--- src/rtl/uart_tx_hex_feed.sv ---
// Formats one X/Y/Z sample as an ASCII hex line and streams it byte by byte into the UART TX FIFO.
// Optional `UART_TX_HEX_FEED_SEQNUM_EN adds a 2-digit hex sequence-number prefix "nn " to every line.
module uart_tx_hex_feed #(
    parameter int LINE_TERM_CRLF = 1
) (
    input  logic        i_clk_20mhz,
    input  logic        i_rst_20mhz,
    input  logic [15:0] i_dat_x,
    input  logic [15:0] i_dat_y,
    input  logic [15:0] i_dat_z,
    input  logic        i_dat_valid,
    output logic [7:0]  o_tx_data,
    output logic        o_tx_valid,
    input  logic        i_tx_ready,
    output logic        o_busy,
    output logic        o_drop
);

`ifdef UART_TX_HEX_FEED_SEQNUM_EN
    localparam int PFX   = 3;
    localparam int IDX_W = 6;
`else
    localparam int PFX   = 0;
    localparam int IDX_W = 5;
`endif
    localparam int LINE_LEN = PFX + ((LINE_TERM_CRLF != 0) ? 22 : 21);
    localparam logic [IDX_W-1:0] LAST_IDX = IDX_W'(LINE_LEN - 1);

    typedef enum logic {ST_IDLE, ST_EMIT} state_t;

    state_t           r_state;
    logic [IDX_W-1:0] r_idx;
    logic [15:0]      r_x;
    logic [15:0]      r_y;
    logic [15:0]      r_z;
    logic [7:0]       r_tx_data;
    logic             r_tx_valid;
    logic             r_busy;
    logic             r_drop;
    logic [7:0]       w_char;
`ifdef UART_TX_HEX_FEED_SEQNUM_EN
    logic [7:0]       r_seq_cnt;
    logic [7:0]       r_seq_hold;
`endif

    function automatic logic [7:0] hex_char(input logic [3:0] n);
        return (n < 4'd10) ? (8'h30 + {4'h0, n}) : (8'h37 + {4'h0, n});
    endfunction

    function automatic logic [3:0] nib(input logic [15:0] v, input int k);
        return v[(3 - k) * 4 +: 4];
    endfunction

    // p is the position within "X:hhhh Y:hhhh Z:hhhh" + terminator, prefix already removed
    function automatic logic [7:0] body_char(input int p, input logic [15:0] x,
                                             input logic [15:0] y, input logic [15:0] z);
        logic [7:0] c;
        c = 8'h00;
        if (p == 0)                  c = 8'h58;
        else if (p == 7)             c = 8'h59;
        else if (p == 14)            c = 8'h5A;
        else if (p == 1 || p == 8 || p == 15) c = 8'h3A;
        else if (p == 6 || p == 13)  c = 8'h20;
        else if (p >= 2 && p <= 5)   c = hex_char(nib(x, p - 2));
        else if (p >= 9 && p <= 12)  c = hex_char(nib(y, p - 9));
        else if (p >= 16 && p <= 19) c = hex_char(nib(z, p - 16));
        else if (p == 20)            c = (LINE_TERM_CRLF != 0) ? 8'h0D : 8'h0A;
        else if (p == 21)            c = 8'h0A;
        return c;
    endfunction

    always_comb begin
        w_char = body_char(int'(r_idx) - PFX, r_x, r_y, r_z);
`ifdef UART_TX_HEX_FEED_SEQNUM_EN
        if (r_idx == IDX_W'(0))      w_char = hex_char(r_seq_hold[7:4]);
        else if (r_idx == IDX_W'(1)) w_char = hex_char(r_seq_hold[3:0]);
        else if (r_idx == IDX_W'(2)) w_char = 8'h20;
`endif
    end

    // o_tx_valid follows a sampled i_tx_ready by one cycle; the FIFO's almost-full margin covers the lag
    always_ff @(posedge i_clk_20mhz or posedge i_rst_20mhz) begin
        if (i_rst_20mhz) begin
            r_state    <= ST_IDLE;
            r_idx      <= '0;
            r_x        <= '0;
            r_y        <= '0;
            r_z        <= '0;
            r_tx_data  <= 8'h00;
            r_tx_valid <= 1'b0;
            r_busy     <= 1'b0;
            r_drop     <= 1'b0;
`ifdef UART_TX_HEX_FEED_SEQNUM_EN
            r_seq_cnt  <= 8'h00;
            r_seq_hold <= 8'h00;
`endif
        end else begin
            r_tx_valid <= 1'b0;
            r_drop     <= 1'b0;
            case (r_state)
                ST_IDLE: begin
                    if (i_dat_valid) begin
                        r_x     <= i_dat_x;
                        r_y     <= i_dat_y;
                        r_z     <= i_dat_z;
                        r_idx   <= '0;
                        r_busy  <= 1'b1;
                        r_state <= ST_EMIT;
`ifdef UART_TX_HEX_FEED_SEQNUM_EN
                        r_seq_hold <= r_seq_cnt;
                        r_seq_cnt  <= r_seq_cnt + 8'd1;
`endif
                    end
                end
                ST_EMIT: begin
                    if (i_dat_valid) r_drop <= 1'b1;
                    if (i_tx_ready) begin
                        r_tx_data  <= w_char;
                        r_tx_valid <= 1'b1;
                        if (r_idx == LAST_IDX) begin
                            r_idx   <= '0;
                            r_busy  <= 1'b0;
                            r_state <= ST_IDLE;
                        end else begin
                            r_idx <= r_idx + IDX_W'(1);
                        end
                    end
                end
                default: begin
                    r_state <= ST_IDLE;
                    r_busy  <= 1'b0;
                end
            endcase
        end
    end

    assign o_tx_data  = r_tx_data;
    assign o_tx_valid = r_tx_valid;
    assign o_busy     = r_busy;
    assign o_drop     = r_drop;

endmodule
--- config.mk ---
export PLATFORM = sky130hd
export DESIGN_NAME = uart_tx_hex_feed
export DESIGN_NICKNAME = d
export VERILOG_FILES = /design/src/rtl/uart_tx_hex_feed.sv
export SDC_FILE = /design/constraint.sdc
export NUM_CORES = 1
export LEC_CHECK = 0
export CAP_MARGIN = 20
export CORE_MARGIN = 5
export CORE_UTILIZATION = 45
export CTS_CLUSTER_DIAMETER = 50
export DETAILED_ROUTE_END_ITERATION = 10
export GPL_ROUTABILITY_DRIVEN = 0
export PLACE_DENSITY = 0.77
export REMOVE_ABC_BUFFERS = 1
export SYNTH_ARGS = -nofsm -noshare
export SYNTH_HDL_FRONTEND = slang
export SYNTH_SLANG_ARGS = --single-unit
--- constraint.sdc ---
create_clock -name i_clk_20mhz -period 6 [get_ports i_clk_20mhz]
set_input_delay 0.6 -clock i_clk_20mhz [delete_from_list [all_inputs] [get_ports i_clk_20mhz]]
set_output_delay 0.6 -clock i_clk_20mhz [all_outputs]
set_load 0.02 [all_outputs]
==> results of run 1 <==
[layout make-up]
cell class,instances,area [sq um]
timing repair buffer,63,625.6
multi-input combinational,228,2012
inverter,12,45.04
clock inverter,2,60.06
sequential,64,1602
tap,105,131.4
clock buffer,14,172.7
fill,688,3486
[flip-flops by register name, summed over array words and instances, names as in the netlist]
| signal | count |
|---|---|
| o_tx_data | 7 |
| o_tx_valid | 1 |
| o_drop | 1 |
| o_busy | 1 |
| r_state | 1 |
| r_idx | 5 |
| r_z | 16 |
| r_y | 16 |
| r_x | 16 |
[cells in the final DEF, fill, tap and decap left out, drive strengths merged, types with 2 or more instances in the layout]
cell type	count
o211ai	2
inv	12
or3	3
a2111oi	2
nand3	8
a21boi	2
nor2b	3
nor3	2
o2111ai	2
o21ai	12
nand2b	3
xor2	2
xnor2	3
ha	17
a31oi	5
nor4	3
nor2	17
mux2i	7
o31ai	4
nand4	2
dfrtp	64
o221ai	2
bufinv	2
clkdlybuf4s50	61
clkbuf	14
a211oi	3
or3b	2
mux4	9
and3	2
o22ai	3
mux2	50
a21oi	14
and2	2
a22oi	4
o22a	2
buf	2
nand2	20
nand3b	2
[cell families (layout without fill, tap and decap cells)]
kind of cell / count (synthesis) / after routing
buffers and inverters: 29 / 91
adders and majority gates: 17 / 17
DFF: 64 / 64
AOI/OAI and AO/OA: 67 / 67
muxes: 66 / 66
other: 1 / 1
xor gates and xnor gates: 5 / 5
and+or+nand+nor: 72 / 72
[synth_stat cells, types with 3 or more instances]
master	n	share of area, %
dfrtp_1	64	43
mux2_2	50	15
nand2_1	20	2.0
ha_1	17	5.7
nor2_1	16	1.6
a21oi_1	14	1.9
inv_1	11	1.1
o21ai_0	11	1.5
clkbuf_1	10	1.0
nand3_1	8	1.1
mux2i_1	7	1.9
a31oi_1	5	0.84
mux4_2	5	3.0
mux4_1	4	2.8
o31ai_1	4	0.80
a211oi_1	3	0.60
a22oi_1	3	0.60
buf_2	3	0.40
nand2b_1	3	0.50
nor2b_1	3	0.50
or3_1	3	0.50
xnor2_1	3	0.70
[per-layer routing]
metal	up-vias	GRT usage (%)	part of all wire (%)
li1	1313	-	-
met1	1396	23.13	46
met2	92	25.60	47
met3	10	4.014	6.1
met4	0	6.544	1.2
met5	-	0	0
[power by group through the flow]
stage,Clock (mW),Combinational (mW),Sequential [mW]
finish,0.427,1.11,0.740
global route,0.457,1.21,0.765
CTS,0.436,1.10,0.741
detailed placement,0,1.09,0.750
global placement,0,1.05,0.743
floorplan,0,0.821,0.725
[worst max-delay path, stage by stage, from the launching register on]
cell      delay [ns]
dfrtp_1         0.89
inv_1           0.28
ha_1            0.31
a21boi_4        0.14
xnor2_1         0.43
nor2_1          0.14
nand2_1         0.09
ha_1            0.19
nor2_1          0.06
a221oi_1        0.31
nor4_1          0.10
o21ai_0         0.19
nor2_1          0.06
o32ai_1         0.27
[metrics by stage]
stage	setup slack [ns]	cell area (sq um)	power, mW	hold slack, ns
6_report	2.440	4648	2.276	0.4983
5_1_grt	2.075	4648	2.431	0.5213
4_1_cts	2.466	4648	2.272	0.5060
3_5_place_dp	2.480	4415	1.840	0.4923
3_3_place_gp	2.580	4415	1.796	0.4864
2_1_floorplan	2.399	3651	1.545	0.4721
[worst min-delay path by stage]
stage / startpoint / end / slack [ns] / cells past startpoint
global placement: r_y[3] / r_y[3] / 0.49 / 1
detailed placement: r_z[0] / r_z[0] / 0.49 / 1
global route: r_z[4] / r_z[4] / 0.52 / 1
CTS: o_tx_data[5] / o_tx_data[5] / 0.51 / 2
floorplan: r_x[3] / r_x[3] / 0.47 / 1
finish: r_z[0] / r_z[0] / 0.50 / 1
==> impl_metrics.ini, run 1 <==
[clocking]
clk_path_buf_depth = 2
clock_latency_ns = 0.34
clk_pin_slew_ns = 0.07
holdBufCountCts = 0
cts-root-buf = clkbuf_8
cts_sinks = 64
cts_resized = 0
htreeDepth = 3
cts_tree = done
post-cts-setup-buffers = 0
numCtsBuffers = 9

[pwr]
p_seq_share_pct = 32.5
powerDensity_nw_per_um2 = 489.6
pwr-share-clk_pct = 18.8
comb_power_share_pct = 48.7
p_sw_mw = 0.8780
p_leak_nw = 1.887
p_int_mw = 1.398
swShare_pct = 38.58
ir_drop_mv = 0.1932

[synth]
synth_compound_area_share_pct = 13.84
synth-simple-area-share_pct = 10.09
ys_seq_area_share_pct = 42.90
synth-xor-area-share_pct = 1.173
synthMuxAreaShare_pct = 22.79
async_reset_ff_share_pct = 100.0
ys.flop_type = dfrtp_1
synthesis.area_sq_um = 3734
ys_ff_latch = 64
synthDistinctLibCells = 64
synth_top_family_by_area = multiplexers
synth_edf_count = 0
synth_cells = 321
syn_avg_cell_area_sq_um = 11.63
synth_fa_ha_area_share_pct = 5.697
ys_warn_count = 0

[worst_setup_path]
cp.required_ns = 6.24
endpoint_kind = flop
startpoint = r_idx[1]
reg2reg_depth = 13
startpoint_type = flop
cp.arrival_ns = 3.80
worstSetupPathType = flop to flop
ff2ff_setup_slack_ns = 2.44
crit_fanout = 19
r2r_start = r_idx[1]
crit_path_end = o_tx_data[4]
r2r_end = o_tx_data[4]

[grt]
antenna_found_initial = 0
grtUsageTotal_pct = 16.81
grt_overflow = 0
first_global_vias = 2878
grt_max_degree = 65
grt_pass1_wl_um = 13690

[route]
viasPerCell = 5.760
drc = 0
drt_wl_total_um = 8046
dr.pass1.iters = 4
ant_nets = 0
drtIter0Drc = 254
dr_total_vias = 2811
wl_per_cell_um = 16.49

[die]
start_util_pct = 45.90
die_h_um = 101.1
rows = 33
die_w_um = 101.1
dieArea_sq_um = 10220
io_pins = 63
fp.coreArea_sq_um = 8134

[place]
numPortBuffers = 61
placed_cells = 472
dpl.hpwl_um = 5814

[final_layout]
final_nets = 447
diodes = 0
finalNonFillerCells = 488
areaGrowthSynthToFinish_pct = 24.50
fin_util_pct = 57.15
drive_above_1_share_pct = 21.93

[sta]
setup_viol = 0
fin_crit_sh_pct = 59.34
fin_crit_ns = 3.560
maxSlewViolCount = 0
hold_violations = 0
relSlewSlack_pct = 32.83
rsz0062_at_grt = no
fmax_mhz = 280.9
setup_tns_ns = 0
skew_ns = 0.01323
worst-slew-pin-transition_ns = 1.008

[run]
max_cap_violations = 0

[run_status]
run_status = finished clean

[min_path]
hold_class = flop to flop
Power figures use the tool's default switching activity.
==> run 2, diff against run 1 <==
clock period = 3.7 ns   (was 6 ns; I/O delays follow)
==> run 2 against run 1 <==
  * Critical path depth down 1
  * Sequential power up 53%
  * Cell count up 0.20%
  * Critical endpoint unchanged
  * Highest routed layer unchanged
  * Sequential share of layout area up 0.12 points
  * Die area unchanged
  * Sequential cell count unchanged
==> impl_metrics.ini, run 2 (same netlist as run 1, synthesis figures left out) <==
[worst_setup_path]
path_depth = 12
reg2reg_depth = 12
crit_fanout = 14
worstSetupPathType = flop to flop
critPathBufInv = 1
path_delay_family = compound AO/OA/AOI/OAI gates
slowest_stage = dfrtp_1
startpoint_type = flop
max_stage_delay_ns = 0.60
cp.required_ns = 3.95
cp.arrival_ns = 3.33
endpoint_kind = flop
crit_path_frequent_cell = ha_1
path_cells = inv_1 > ha_1 > a21boi_4 > xnor2_1 > or3b_1 > ha_1 > nor2b_1 > a221oi_1 > nor4_1 > o21ai_0 > nor2_1 > o32ai_1

[final_layout]
diodes = 0
areaGrowthSynthToFinish_pct = 24.06
largest_registers = r_x: 16 flops, r_y: 16 flops, r_z: 16 flops
layout_commonest_cell = dfrtp_1
final_nets = 450
final_cell_mix = dfrtp_1 (64), clkdlybuf4s50_1 (61), mux2_2 (50)
drive_above_1_share_pct = 22.66

[grt]
first_global_vias = 2793
grt_util_met2_pct = 27.52
grtUsageTotal_pct = 17.04
use_met1_pct = 22.15
gr-usage-met3_pct = 4.152
grt_pass1_wl_um = 13610
grt_max_degree = 44
antenna_found_initial = 0
top_usage_layer = met2
grt_overflow = 0

[route]
ant_nets = 0
dr.pass1.iters = 5
viasPerCell = 5.699
drc = 0
dr_total_vias = 2787
drtIter0Drc = 138
drt_wl_total_um = 8077
wl_per_cell_um = 16.52

[clocking]
htreeDepth = 3
clock_latency_ns = 0.35
cts_tree = done
holdBufCountCts = 0
clk_pin_slew_ns = 0.07
post-cts-setup-buffers = 0
numCtsBuffers = 9
clk_path_buf_depth = 2
cts_sinks = 64
cts_resized = 0
cts-root-buf = clkbuf_8

[run]
max_cap_violations = 0

[sta]
fmax_mhz = 324.8
worst-slew-pin-transition_ns = 0.9127
setup_viol = 0
rsz0062_at_grt = no
setup_tns_ns = 0
hold_violations = 0
fin_crit_ns = 3.078
maxSlewViolCount = 0
fin_crit_sh_pct = 83.20
skew_ns = 0.01245
relSlewSlack_pct = 39.07

[place]
numPortBuffers = 61
dpl.hpwl_um = 5948

[die]
io_pins = 63
dieArea_sq_um = 10220
die_h_um = 101.1
start_util_pct = 45.90
fp.coreArea_sq_um = 8134
rows = 33
die_w_um = 101.1

[run_status]
run_status = finished clean

[pwr]
p_leak_nw = 1.883
ir_drop_mv = 0.2823
powerDensity_nw_per_um2 = 775.0
power_mw = 3.590

[min_path]
hold_depth = 1
hold_class = flop to flop
-- run 2: stage by stage --
step / hold slack (ns) / utilization, % / instances / worst slack, ns / area (sq um)
after floorplan: 0.4721 / - / 304 / 0.2815 / 3651
after global placement: 0.4833 / 54.56 / 475 / 0.7858 / 4438
after detailed placement: 0.4885 / 54.56 / 475 / 0.6580 / 4438
after CTS: 0.5050 / 56.95 / 489 / 0.6240 / 4632
after global routing: 0.5153 / 56.95 / 489 / 0.3285 / 4632
final: 0.5022 / 56.95 / 489 / 0.6216 / 4632
-- run 2: layer usage --
metal	up-vias	wire [um]
met3	14	527
met2	91	3963
met4	0	137
li1	1315	-
met1	1367	3448
met5	-	0
-- run 2: power by group --
part	total, mW	internal (mW)	leakage (nW)	switching [mW]
Clock	0.604	0.339	0.0973	0.265
Combinational	1.86	0.873	1.03	0.984
Sequential	1.13	0.967	0.757	0.162
Total	3.59	2.18	1.88	1.41
-- run 2: final timing paths --
path	from	end	slack [ns]
max	r_idx[2]	o_tx_data[4]	0.62
min	r_y[6]	r_y[6]	0.50
max reg2reg	r_idx[2]	o_tx_data[4]	0.62
min reg2reg	r_y[6]	r_y[6]	0.50
max in group asynchronous	i_rst_20mhz	r_z[1]	2.31
min in group asynchronous	i_rst_20mhz	r_x[8]	0.55
-- run 2: area by class of cell --
cell class / instances / area, sq um
Fill cell: 689 / 3502
Multi-Input combinational cell: 228 / 2012
Sequential cell: 64 / 1602
Timing Repair Buffer: 66 / 648.1
Clock buffer: 11 / 151.4
Tap cell: 105 / 131.4
Inverter: 12 / 45.04
Clock inverter: 3 / 42.54
==> run 3, diff against run 2 <==
clock period = 2.9 ns   (was 3.7 ns; I/O delays follow)
==> run 3 against run 2 <==
  * Non-clock buffer count rose by 9
  * Register-to-register slack lost 0.42 ns
  * Die area did not move
  * Global-route usage about the same
  * Critical path type unchanged
  * Largest power group unchanged
  * Clock power rose by 58%
  * First-iteration DRC count grew 2.9%
  * Count of clock-buffer cells in the layout is 2 lower
  * Largest cell class unchanged
  * Setup slack got worse by 0.42 ns
  * Highest routed layer unchanged
==> impl_metrics.ini, run 3 (same netlist as run 1, synthesis figures left out) <==
[worst_setup_path]
worstSetupPathType = flop to flop
cp.required_ns = 3.12
reg2reg_depth = 12
ff2ff_setup_slack_ns = 0.20
r2r_end = o_tx_data[4]
crit_fanout = 6
endpoint_kind = flop
startpoint_type = flop
cp.arrival_ns = 2.91
r2r_start = r_idx[1]

[final_layout]
final_cell_mix = dfrtp_1 (64), clkdlybuf4s50_1 (61), mux2_2 (50)
areaGrowthSynthToFinish_pct = 29.26
diodes = 0
fin_util_pct = 59.33
layout_commonest_cell = dfrtp_1
final_nets = 459
finalNonFillerCells = 500
drive_above_1_share_pct = 26.84
largest_registers = r_x: 16 flops, r_y: 16 flops, r_z: 16 flops

[clocking]
clk_pin_slew_ns = 0.08
numCtsBuffers = 9
htreeDepth = 3
cts_tree = done
clk_path_buf_depth = 2
clock_latency_ns = 0.35
holdBufCountCts = 0
cts-root-buf = clkbuf_8
cts_sinks = 64

[min_path]
hold_class = input port to async pin

[place]
dpl.hpwl_um = 6272
placed_cells = 482
numPortBuffers = 61

[sta]
fin_crit_ns = 2.698
hold_violations = 0
relSlewSlack_pct = 51.84
worst-slew-pin-transition_ns = 0.7214
skew_ns = 0.01075
holdWs_ns = 0.3822
setup_tns_ns = 0
setup_viol = 0
fin_crit_sh_pct = 93.02
fmax_mhz = 370.7
rsz0062_at_grt = no
maxSlewViolCount = 0

[route]
dr_total_vias = 2871
dr.pass1.iters = 4
drt_wl_total_um = 8383
ant_nets = 0
wl_per_cell_um = 16.77
drtIter0Drc = 142
viasPerCell = 5.742
drc = 0

[pwr]
power_mw = 4.983
ir_drop_mv = 0.4275
p_leak_nw = 1.969
powerDensity_nw_per_um2 = 1033

[die]
fp.coreArea_sq_um = 8134
io_pins = 63
die_h_um = 101.1
rows = 33
start_util_pct = 45.90
die_w_um = 101.1
dieArea_sq_um = 10220

[grt]
grt_overflow = 0
grtUsageTotal_pct = 17.07
grt_max_degree = 34
first_global_vias = 2772
grt_pass1_wl_um = 13740
antenna_found_initial = 0

[run]
max_cap_violations = 0

[run_status]
run_status = finished clean
-- run 3: final cells by class --
cell class	count	area, sq um
multi-input cells	228	2058
inverters	12	45.04
clock inverters	7	125.1
flip-flops and latches	64	1602
clock buffers	9	123.9
well taps	105	131.4
repair buffers	75	740.7
fillers	665	3308
-- run 3: worst max path at each step --
| stage | from | endpoint | slack [ns] | depth (start not counted) |
|---|---|---|---|---|
| floorplan | r_state | r_idx[2] | -0.52 | 4 |
| global placement | r_idx[2] | o_tx_data[1] | 0.27 | 9 |
| detailed placement | r_idx[2] | o_tx_data[1] | 0.20 | 9 |
| CTS | r_idx[1] | o_tx_data[4] | 0.13 | 12 |
| global route | r_idx[0] | o_tx_data[4] | 0.02 | 10 |
| finish | r_idx[1] | o_tx_data[4] | 0.20 | 12 |
-- run 3: routing by layer --
metal	part of all wire (%)	track usage, %	vias up	wire length [um]
li1	-	-	1333	-
met2	51	27.46	86	4256
met1	41	22.20	1439	3460
met3	6.2	4.913	13	519
met5	0	0	-	0
met4	1.8	5.419	0	147
-- run 3: report_power, final --
group	internal [mW]	total (mW)	leakage (nW)	switching (mW)
Sequential	1.23	1.42	0.757	0.187
Clock	0.581	0.952	0.125	0.371
Combinational	1.26	2.61	1.09	1.35
-- run 3: critical path, cell delays in order (launching register included) --
cell and delay, ns:
dfrtp_1 0.40, inv_2 0.13, ha_2 0.21, a21boi_4 0.22
xnor2_4 0.11, or3b_4 0.40, ha_2 0.21, nor2b_1 0.13
a221oi_1 0.10, nor4_1 0.31, o21ai_1 0.13, nor2_1 0.12
o32ai_1 0.10
-- run 3: stage by stage --
stage | setup slack (ns) | cell area [sq um]
finish | 0.2023 | 4826
global placement | 0.2682 | 4503
floorplan | -0.5185 | 3651
detailed placement | 0.1963 | 4503
global route | 0.02390 | 4826
CTS | 0.1317 | 4752
-- run 3: what timing repair did --
action	in CTS	in global routing
setup buffers	0	2
endpoints found under the setup margin	0	3
hold endpoints to repair	0	0
gates resized for setup	0	11
